### src/rtl/multicycle_ctrl_if.sv
// Handshake and control bundle between the multi-cycle sequencer and the datapath/memory.
// master = the sequencer, slave = the datapath and memory side.
interface multicycle_ctrl_if #(
   parameter int CNT_W = 16
);
   logic             start;
   logic [5:0]       opcode;
   logic             mem_ready;
   logic [2:0]       state;
   logic             mem_req;
   logic             mem_we;
   logic             ir_we;
   logic             pc_we;
   logic [1:0]       pc_src;
   logic [1:0]       alu_op;
   logic             reg_we;
   logic             busy;
   logic             halted;
   logic             illegal;
   logic [CNT_W-1:0] retired;
   logic [CNT_W-1:0] stalls;

   modport master (
      input  start, opcode, mem_ready,
      output state, mem_req, mem_we, ir_we, pc_we, pc_src, alu_op, reg_we,
             busy, halted, illegal, retired, stalls
   );

   modport slave (
      output start, opcode, mem_ready,
      input  state, mem_req, mem_we, ir_we, pc_we, pc_src, alu_op, reg_we,
             busy, halted, illegal, retired, stalls
   );
endinterface

### src/rtl/multicycle_ctrl.sv
// Main sequencing FSM of the multi-cycle core: FETCH/DECODE/EXEC/MEM/WB plus IDLE and HALT.
// Define MULTICYCLE_CTRL_PERF_EN to build the retired/stall performance counters.
module multicycle_ctrl #(
   parameter logic [5:0] HALT_OPCODE = 6'h3F,
   parameter int         CNT_W       = 16
) (
   input logic               clk,
   input logic               rst_n,
   multicycle_ctrl_if.master bus
);

   typedef enum logic [2:0] {
      ST_FETCH  = 3'd0,
      ST_DECODE = 3'd1,
      ST_EXEC   = 3'd2,
      ST_MEM    = 3'd3,
      ST_WB     = 3'd4,
      ST_IDLE   = 3'd5,
      ST_HALT   = 3'd7
   } state_t;

   typedef enum logic [2:0] {
      CL_RTYPE   = 3'd0,
      CL_ADDI    = 3'd1,
      CL_LOAD    = 3'd2,
      CL_STORE   = 3'd3,
      CL_BRANCH  = 3'd4,
      CL_JUMP    = 3'd5,
      CL_HALT    = 3'd6,
      CL_ILLEGAL = 3'd7
   } op_class_t;

   localparam logic [5:0] OPC_RTYPE = 6'h00;
   localparam logic [5:0] OPC_ADDI  = 6'h08;
   localparam logic [5:0] OPC_LW    = 6'h23;
   localparam logic [5:0] OPC_SW    = 6'h2B;
   localparam logic [5:0] OPC_BEQ   = 6'h04;
   localparam logic [5:0] OPC_BNE   = 6'h05;
   localparam logic [5:0] OPC_J     = 6'h02;

   localparam logic [1:0] PC_SEQ    = 2'b00;
   localparam logic [1:0] PC_BRANCH = 2'b01;
   localparam logic [1:0] PC_JUMP   = 2'b10;
   localparam logic [1:0] ALU_ADD   = 2'b00;
   localparam logic [1:0] ALU_SUB   = 2'b01;
   localparam logic [1:0] ALU_FUNC  = 2'b10;

   state_t    state_r;
   state_t    state_next_s;
   op_class_t op_class_s;
   logic      mem_req_s;
   logic      mem_we_s;
   logic      ir_we_s;
   logic      pc_we_s;
   logic [1:0] pc_src_s;
   logic [1:0] alu_op_s;
   logic      reg_we_s;
   logic      illegal_set_s;
   logic      illegal_r;

   // Opcode classification; the halt opcode is a parameter so it takes priority over the table.
   always_comb begin
      op_class_s = CL_ILLEGAL;
      if (bus.opcode == HALT_OPCODE) begin
         op_class_s = CL_HALT;
      end else begin
         case (bus.opcode)
            OPC_RTYPE: op_class_s = CL_RTYPE;
            OPC_ADDI:  op_class_s = CL_ADDI;
            OPC_LW:    op_class_s = CL_LOAD;
            OPC_SW:    op_class_s = CL_STORE;
            OPC_BEQ,
            OPC_BNE:   op_class_s = CL_BRANCH;
            OPC_J:     op_class_s = CL_JUMP;
            default:   op_class_s = CL_ILLEGAL;
         endcase
      end
   end

   // State register.
   always_ff @(posedge clk or negedge rst_n) begin
      if (!rst_n) begin
         state_r <= ST_IDLE;
      end else begin
         state_r <= state_next_s;
      end
   end

   // Next-state and control outputs.
   always_comb begin
      state_next_s  = state_r;
      mem_req_s     = 1'b0;
      mem_we_s      = 1'b0;
      ir_we_s       = 1'b0;
      pc_we_s       = 1'b0;
      pc_src_s      = PC_SEQ;
      alu_op_s      = ALU_ADD;
      reg_we_s      = 1'b0;
      illegal_set_s = 1'b0;
      case (state_r)
         ST_IDLE: begin
            if (bus.start) begin
               state_next_s = ST_FETCH;
            end else begin
               state_next_s = ST_IDLE;
            end
         end
         ST_FETCH: begin
            mem_req_s = 1'b1;
            if (bus.mem_ready) begin
               ir_we_s      = 1'b1;
               pc_we_s      = 1'b1;
               pc_src_s     = PC_SEQ;
               state_next_s = ST_DECODE;
            end else begin
               state_next_s = ST_FETCH;
            end
         end
         ST_DECODE: begin
            state_next_s = ST_EXEC;
         end
         ST_EXEC: begin
            case (op_class_s)
               CL_RTYPE: begin
                  alu_op_s     = ALU_FUNC;
                  state_next_s = ST_WB;
               end
               CL_ADDI: begin
                  alu_op_s     = ALU_ADD;
                  state_next_s = ST_WB;
               end
               CL_LOAD,
               CL_STORE: begin
                  alu_op_s     = ALU_ADD;
                  state_next_s = ST_MEM;
               end
               CL_BRANCH: begin
                  alu_op_s     = ALU_SUB;
                  pc_we_s      = 1'b1;
                  pc_src_s     = PC_BRANCH;
                  state_next_s = ST_FETCH;
               end
               CL_JUMP: begin
                  pc_we_s      = 1'b1;
                  pc_src_s     = PC_JUMP;
                  state_next_s = ST_FETCH;
               end
               CL_HALT: begin
                  state_next_s = ST_HALT;
               end
               default: begin
                  illegal_set_s = 1'b1;
                  state_next_s  = ST_FETCH;
               end
            endcase
         end
         ST_MEM: begin
            // Opcode is held by the datapath through MEM, so it still selects load vs store here.
            mem_req_s = 1'b1;
            mem_we_s  = (op_class_s == CL_STORE);
            if (bus.mem_ready) begin
               if (op_class_s == CL_STORE) begin
                  state_next_s = ST_FETCH;
               end else begin
                  state_next_s = ST_WB;
               end
            end else begin
               state_next_s = ST_MEM;
            end
         end
         ST_WB: begin
            reg_we_s     = 1'b1;
            state_next_s = ST_FETCH;
         end
         ST_HALT: begin
            state_next_s = ST_HALT;
         end
         default: begin
            state_next_s = ST_IDLE;
         end
      endcase
   end

   // Sticky illegal-opcode flag, cleared only by reset.
   always_ff @(posedge clk or negedge rst_n) begin
      if (!rst_n) begin
         illegal_r <= 1'b0;
      end else if (illegal_set_s) begin
         illegal_r <= 1'b1;
      end else begin
         illegal_r <= illegal_r;
      end
   end

`ifdef MULTICYCLE_CTRL_PERF_EN
   localparam logic [CNT_W-1:0] CNT_ONE = {{(CNT_W-1){1'b0}}, 1'b1};

   logic             retire_s;
   logic             stall_s;
   logic [CNT_W-1:0] retired_r;
   logic [CNT_W-1:0] stalls_r;

   // An instruction retires when control leaves EXEC/MEM/WB for FETCH, or enters HALT.
   always_comb begin
      retire_s = 1'b0;
      if ((state_next_s == ST_FETCH) &&
          ((state_r == ST_EXEC) || (state_r == ST_MEM) || (state_r == ST_WB))) begin
         retire_s = 1'b1;
      end else if ((state_next_s == ST_HALT) && (state_r == ST_EXEC)) begin
         retire_s = 1'b1;
      end else begin
         retire_s = 1'b0;
      end
   end

   assign stall_s = mem_req_s & ~bus.mem_ready;

   // Wrapping performance counters.
   always_ff @(posedge clk or negedge rst_n) begin
      if (!rst_n) begin
         retired_r <= {CNT_W{1'b0}};
         stalls_r  <= {CNT_W{1'b0}};
      end else begin
         if (retire_s) begin
            retired_r <= retired_r + CNT_ONE;
         end
         if (stall_s) begin
            stalls_r <= stalls_r + CNT_ONE;
         end
      end
   end

   assign bus.retired = retired_r;
   assign bus.stalls  = stalls_r;
`else
   assign bus.retired = {CNT_W{1'b0}};
   assign bus.stalls  = {CNT_W{1'b0}};
`endif

   assign bus.state   = state_r;
   assign bus.mem_req = mem_req_s;
   assign bus.mem_we  = mem_we_s;
   assign bus.ir_we   = ir_we_s;
   assign bus.pc_we   = pc_we_s;
   assign bus.pc_src  = pc_src_s;
   assign bus.alu_op  = alu_op_s;
   assign bus.reg_we  = reg_we_s;
   assign bus.busy    = (state_r != ST_IDLE) && (state_r != ST_HALT);
   assign bus.halted  = (state_r == ST_HALT);
   assign bus.illegal = illegal_r;

endmodule

### src/flat_wrapper.sv
// flat-port wrapper written by rule: the top's interface ports become plain ports
module multicycle_ctrl_flat 
#(
   parameter logic [5:0] HALT_OPCODE = 6'h3F,
   parameter int         CNT_W       = 16
)
  (clk, rst_n, bus_start, bus_opcode, bus_mem_ready, bus_state, bus_mem_req, bus_mem_we, bus_ir_we, bus_pc_we, bus_pc_src, bus_alu_op, bus_reg_we, bus_busy, bus_halted, bus_illegal, bus_retired, bus_stalls);
  multicycle_ctrl_if #(.CNT_W(CNT_W)) bus_i ();
  input logic clk;
  input logic rst_n;
  input wire logic [$bits(bus_i.start)-1:0] bus_start;
  input wire logic [$bits(bus_i.opcode)-1:0] bus_opcode;
  input wire logic [$bits(bus_i.mem_ready)-1:0] bus_mem_ready;
  output wire logic [$bits(bus_i.state)-1:0] bus_state;
  output wire logic [$bits(bus_i.mem_req)-1:0] bus_mem_req;
  output wire logic [$bits(bus_i.mem_we)-1:0] bus_mem_we;
  output wire logic [$bits(bus_i.ir_we)-1:0] bus_ir_we;
  output wire logic [$bits(bus_i.pc_we)-1:0] bus_pc_we;
  output wire logic [$bits(bus_i.pc_src)-1:0] bus_pc_src;
  output wire logic [$bits(bus_i.alu_op)-1:0] bus_alu_op;
  output wire logic [$bits(bus_i.reg_we)-1:0] bus_reg_we;
  output wire logic [$bits(bus_i.busy)-1:0] bus_busy;
  output wire logic [$bits(bus_i.halted)-1:0] bus_halted;
  output wire logic [$bits(bus_i.illegal)-1:0] bus_illegal;
  output wire logic [$bits(bus_i.retired)-1:0] bus_retired;
  output wire logic [$bits(bus_i.stalls)-1:0] bus_stalls;
  assign bus_i.start = bus_start;
  assign bus_i.opcode = bus_opcode;
  assign bus_i.mem_ready = bus_mem_ready;
  assign bus_state = bus_i.state;
  assign bus_mem_req = bus_i.mem_req;
  assign bus_mem_we = bus_i.mem_we;
  assign bus_ir_we = bus_i.ir_we;
  assign bus_pc_we = bus_i.pc_we;
  assign bus_pc_src = bus_i.pc_src;
  assign bus_alu_op = bus_i.alu_op;
  assign bus_reg_we = bus_i.reg_we;
  assign bus_busy = bus_i.busy;
  assign bus_halted = bus_i.halted;
  assign bus_illegal = bus_i.illegal;
  assign bus_retired = bus_i.retired;
  assign bus_stalls = bus_i.stalls;
  multicycle_ctrl #(.HALT_OPCODE(HALT_OPCODE), .CNT_W(CNT_W)) u_core (.clk(clk), .rst_n(rst_n), .bus(bus_i));
endmodule
### config.mk
export PLATFORM = sky130hd
export DESIGN_NAME = multicycle_ctrl_flat
export DESIGN_NICKNAME = d
export VERILOG_FILES = /design/src/rtl/multicycle_ctrl_if.sv /design/src/rtl/multicycle_ctrl.sv /design/src/flat_wrapper.sv
export SDC_FILE = /design/constraint.sdc
export NUM_CORES = 1
export LEC_CHECK = 0
export CAP_MARGIN = 20
export CELL_PAD_IN_SITES_DETAIL_PLACEMENT = 0
export CELL_PAD_IN_SITES_GLOBAL_PLACEMENT = 2
export CORE_ASPECT_RATIO = 2
export CORE_MARGIN = 4
export CORE_UTILIZATION = 16
export CTS_BUF_LIST = sky130_fd_sc_hd__clkbuf_8
export CTS_CLUSTER_DIAMETER = 40
export DETAILED_ROUTE_END_ITERATION = 10
export PLACE_DENSITY_LB_ADDON = 0.15
export SLEW_MARGIN = 5
export SYNTH_ARGS = -nofsm -noshare
export SYNTH_HDL_FRONTEND = slang
export SYNTH_SLANG_ARGS = --single-unit
### constraint.sdc
create_clock -name clk -period 3.9 [get_ports clk]
set_input_delay 0.78 -clock clk [delete_from_list [all_inputs] [get_ports clk]]
set_output_delay 0.78 -clock clk [all_outputs]
set_load 0.05 [all_outputs]
# Word level (Yosys, flattened, before mapping)
# Cells that the tools add are included.
[totals]
reg_bits = 4
out_inout_bits = 47
word_cells = 54
[classes]
n_eq_ne = 21
mux = 21
n_reduce_logical = 10
[op_table]
columns = ["operator", "n"]
rows = [
  ["$pmux 3 s7", 1],
  ["$eq 3x3->1 const B", 6],
  ["$eq 6x6->1 const B", 3],
  ["$pmux 3 s6", 1],
  ["$eq 3x2->1 const B", 4],
  ["$eq 6x3->1 const B", 2],
  ["$mux 3", 4],
  ["$reduce_or 2->1", 5],
  ["$mux 1", 9],
  ["$pmux 3 s3", 1],
  ["$pmux 2 s2", 2],
  ["$reduce_or 7->1", 1],
  ["$eq 3x1->1 const B", 2],
  ["$eq 6x2->1 const B", 1],
  ["$eq 6x4->1 const B", 1],
  ["$logic_not 3->1", 2],
  ["$logic_not 6->1", 1],
  ["$ne 3x3->1 const B", 2],
  ["$mux 2", 2],
  ["$pmux 1 s2", 1],
  ["$logic_and 1x1->1", 1],
]

# Depth between registers and ports, before layout
[depth]
depth_word = 8
mapped_depth = 6
ltp_nobuf = 4

# Worst setup path before layout
# No wires, ideal clock.
[synth_timing]
path_kind = "input to output"
startpoint = "input bus_opcode[0]"
endpoint = "output bus_pc_src[1]"
arrival_time_ns = 2.353
setup_slack_ns = 0.767
stages = 4
path_cell_list = "nor2_1 mux2_4 nand3_1 a211oi_1"
[synth_between]
elab_chain_cells = 7
[synth_rtl]
columns = ["item", "line", "text"]
rows = [
  ["start, declared", "flat_wrapper.sv:12", "input wire logic [$bits(bus_i.opcode)-1:0] bus_opcode;"],
  ["$eq 6x3->1", "multicycle_ctrl.sv:67", "case (bus.opcode)"],
  ["$reduce_or 2->1", "multicycle_ctrl.sv:67", ""],
  ["$pmux 3 s6", "multicycle_ctrl.sv:67", ""],
  ["$mux 3 *", "multicycle_ctrl.sv:64", "if (bus.opcode == HALT_OPCODE) begin"],
  ["$eq 3x3->1", "multicycle_ctrl.sv:123", "case (op_class_s)"],
  ["$pmux 2 s2 *", "multicycle_ctrl.sv:123", ""],
  ["$mux 2 *", "--", ""],
  ["end, declared", "flat_wrapper.sv:19", "output wire logic [$bits(bus_i.pc_src)-1:0] bus_pc_src;"],
]
# Mark *: on every way between the ends. The rest lies on a longest branch, timed or not.

# Final worst setup path
[layout_timing]
startpoint = "input bus_opcode[2]"
endpoint = "output bus_pc_we"
[layout_between]
elab_chain_cells = 8
[layout_rtl]
columns = ["item", "line", "text"]
rows = [
  ["$eq 6x3->1", "multicycle_ctrl.sv:67", ""],
  ["$reduce_or 2->1", "multicycle_ctrl.sv:67", ""],
  ["$pmux 3 s6", "multicycle_ctrl.sv:67", ""],
  ["$mux 3 *", "multicycle_ctrl.sv:64", ""],
  ["$eq 3x3->1", "multicycle_ctrl.sv:123", ""],
  ["$reduce_or 2->1 (no source line) *", "--", ""],
  ["$mux 1 *", "multicycle_ctrl.sv:123", ""],
  ["$pmux 1 s2 *", "multicycle_ctrl.sv:100", "case (state_r)"],
  ["end, declared", "flat_wrapper.sv:18", "output wire logic [$bits(bus_i.pc_we)-1:0] bus_pc_we;"],
]
# Marked as above.

==> results <==
-- Yosys cell counts --
cell	number
nor3_1	2
nand3_1	2
mux2_2	1
a211oi_1	1
o21ai_1	1
or3_1	1
inv_1	1
nor2_1	7
nor4_1	1
xor2_1	1
mux2_4	1
nand4_1	2
nand3b_1	2
nor2b_1	2
and2_1	1
o21ai_0	3
and3_1	4
a221o_1	1
o211ai_2	1
o21a_1	1
nand2_1	6
nand2b_1	1
or3b_1	1
nor3b_1	1
dfstp_2	2
clkbuf_1	2
dfrtp_1	2
buf_4	33
a31o_2	1
conb_1	1
a21oi_1	3
-- per-stage QoR --
stage,cell area (µm²),std cells,setup slack (ns),hold slack [ns]
3_3_place_gp,812.0,160,0.4447,0.4850
2_1_floorplan,773.2,120,0.7666,0.4844
4_1_cts,853.3,163,0.4360,0.4856
5_1_grt,853.3,163,0.2445,0.4910
3_5_place_dp,812.0,160,0.4435,0.4796
6_report,853.3,163,0.4598,0.4743
-- cell type report --
| type | instances | area (µm²) |
|---|---|---|
| Clock buffer | 3 | 41.29 |
| Inverter | 1 | 3.754 |
| Multi-Input combinational cell | 80 | 411.6 |
| Tap cell | 51 | 63.81 |
| Sequential cell | 4 | 102.6 |
| Timing Repair Buffer | 24 | 230.2 |
| Fill cell | 483 | 3070 |
-- layer usage --
layer	routed length [µm]	track usage	vias up
met5	0	0	-
met4	27	0.03543	0
met3	164	0.01664	2
met2	1014	0.1391	33
met1	539	0.06290	263
li1	-	-	287
-- power breakdown --
group / internal (W) / switching (W)
registers: 0.0000599 / 0.0000316
clock network: 0.0000655 / 0.0000179
logic: 0.0000967 / 0.000246
total: 0.000222 / 0.000295
-- logic make-up (layout without fill, tap and decap cells) --
family,Yosys count,in the layout,share of synthesized area
other cells,1,32,0.005709
buf+inv,36,28,0.3943
flops,4,4,0.1562
xor+xnor,1,1,0.01334
simple gates,33,33,0.2667
mux,2,2,0.03999
compound gates,12,12,0.1238
-- path summary, 6_finish.rpt --
kind | cells past startpoint | startpoint | to
max | 6 | bus_opcode[2] | bus_pc_we
min | 1 | u_core.bus.illegal$_DFFE_PN0P_ | u_core.bus.illegal$_DFFE_PN0P_
max reg2reg | 3 | u_core.bus.state[0]$_DFF_PN1_ | u_core.bus.illegal$_DFFE_PN0P_
min reg2reg | 1 | u_core.bus.illegal$_DFFE_PN0P_ | u_core.bus.illegal$_DFFE_PN0P_
max in group asynchronous | 1 | rst_n | u_core.bus.state[2]$_DFF_PN1_
min in group asynchronous | 1 | rst_n | u_core.bus.state[1]$_DFF_PN0_
-- state kept, by name, indices dropped and copies added (netlist names) --
name,count
u_core.bus.state,3
u_core.bus.illegal,1
-- worst register-to-register path: stages (launching register included) --
cell     delay (ns)
dfstp_2        0.61
nor2_1         0.09
and2_1         0.20
a31o_2         0.20
==> results by group <==
Cells and area
  – Ant diodes: 0
  – Share of layout cells above drive strength 1: 0.1161
  – Commonest non-fill, non-tap cell in the layout: conb_1
  – Commonest non-fill, non-tap cells in the layout: conb_1, clkdlybuf4s50_1, nor2_1
  – Final nets: 124
  – Synth-to-layout area growth: 29.90%
  – Fin util: 0.2175

CTS
  – # clock sinks: 4
  – Clock Latency Late Sink: 0.21 ns
  – TritonCTS clock tree: built
  – Clk buf depth: 2
  – Root Driver: clkbuf_8
  – CTS buffer count: 3
  – Hold buffers post-CTS: 0
  – CTS resizes: 0
  – CTS H-tree lvls: 1
  – Setup Buffers After CTS: 0
  – Clock transition at path regs: 0.03 ns

Logic synthesis
  – Cells after synthesis: 89
  – YS warnings: 0
  – Sequential share of the synthesized area: 0.1562
  – Share of the synthesized area in the top cell type: 0.3771
  – Synth area leader: buf_4
  – Yosys cell types: 31
  – Mean Syn Cell Area: 7.381 µm²
  – Mapped Area: 656.9 µm²
  – Leading post-synthesis cells by cell area: buf_4, dfstp_2, dfrtp_1, nor2_1, and3_1
  – Synth Register Bits: 4

GRT
  – Overflow after GRT: 0
  – First-pass GRT wire length: 2.849 mm
  – Vias in the first global route: 594
  – Gr usage total: 0.07183
  – Initial antenna violation count: 0
  – Largest net degree at the start of global routing: 14

Timing
  – F_max: 290.7 MHz
  – Setup TNS: 0 ns
  – Tmin final: 3.440 ns
  – Finish-stage setup viols: 0
  – RSZ-0062 raised after global routing: no
  – Worst Tran Pin Value: 0.5098 ns
  – Final cycle utilization of the critical path: 0.8821
  – Final Hold Viols: 0
  – Max-slew violations: 0
  – Slew margin rel.: 0.6591
  – Layout Skew: 0.002235 ns

Floorplanning
  – Io pins: 57
  – Area of the core: 3924 µm²
  – Starting Density: 0.1674
  – Die Wd: 53.31 µm
  – DIE AREA: 5257 µm²
  – Die Y-Extent: 98.62 µm
  – # rows: 32

Worst setup path
  – Kind of start point of the critical path: input pin
  – Worst Path Buf+Inv: 2
  – Slowest CP cell: clkdlybuf4s50_1
  – Arrival time worst endpoint: 2.66 ns
  – CP cell instances: clkdlybuf4s50_1 -> nor2_1 -> mux2_4 -> nand3_1 -> nand2_1 -> clkdlybuf4s50_1
  – Critical path required time: 3.12 ns
  – Worst setup path class: in -> out
  – Most used cell, CP: clkdlybuf4s50_1
  – Critical path endpoint category: output pin
  – FF-to-FF setup slack: 2.68 ns
  – Critical path's largest stage delay: 0.80 ns
  – Crit path max-delay family: buffers and inverters
  – CP Max Fanout: 8

Route
  – Drt pass-1 iters: 3
  – DRC Markers: 0
  – Total number of vias: 585
  – Vias per Instance: 3.589
  – Initial DRC Count: 2
  – Drt wl/cell: 10.71 µm
  – Post-DRT Antenna Nets: 0
  – Final wirelength: 1.745 mm

Worst hold path
  – Hold Crit Class: reg -> reg

Power
  – Pwr dens: 606.1 nW/µm²
  – Total power: 0.0005172 W
  – Leak Pwr: 0.3836 nW
  – Peak VDD IR: 230.7 µV

Placed design
  – # port buffers: 24
  – Routability cong.: 0.6937
  – Detailed Place HPWL: 1.535 mm

Flow run
  – Maxcap violations: 0

Outcome
  – Status: finished, final reports clean
No activity file was read; power rests on OpenSTA's default activity.
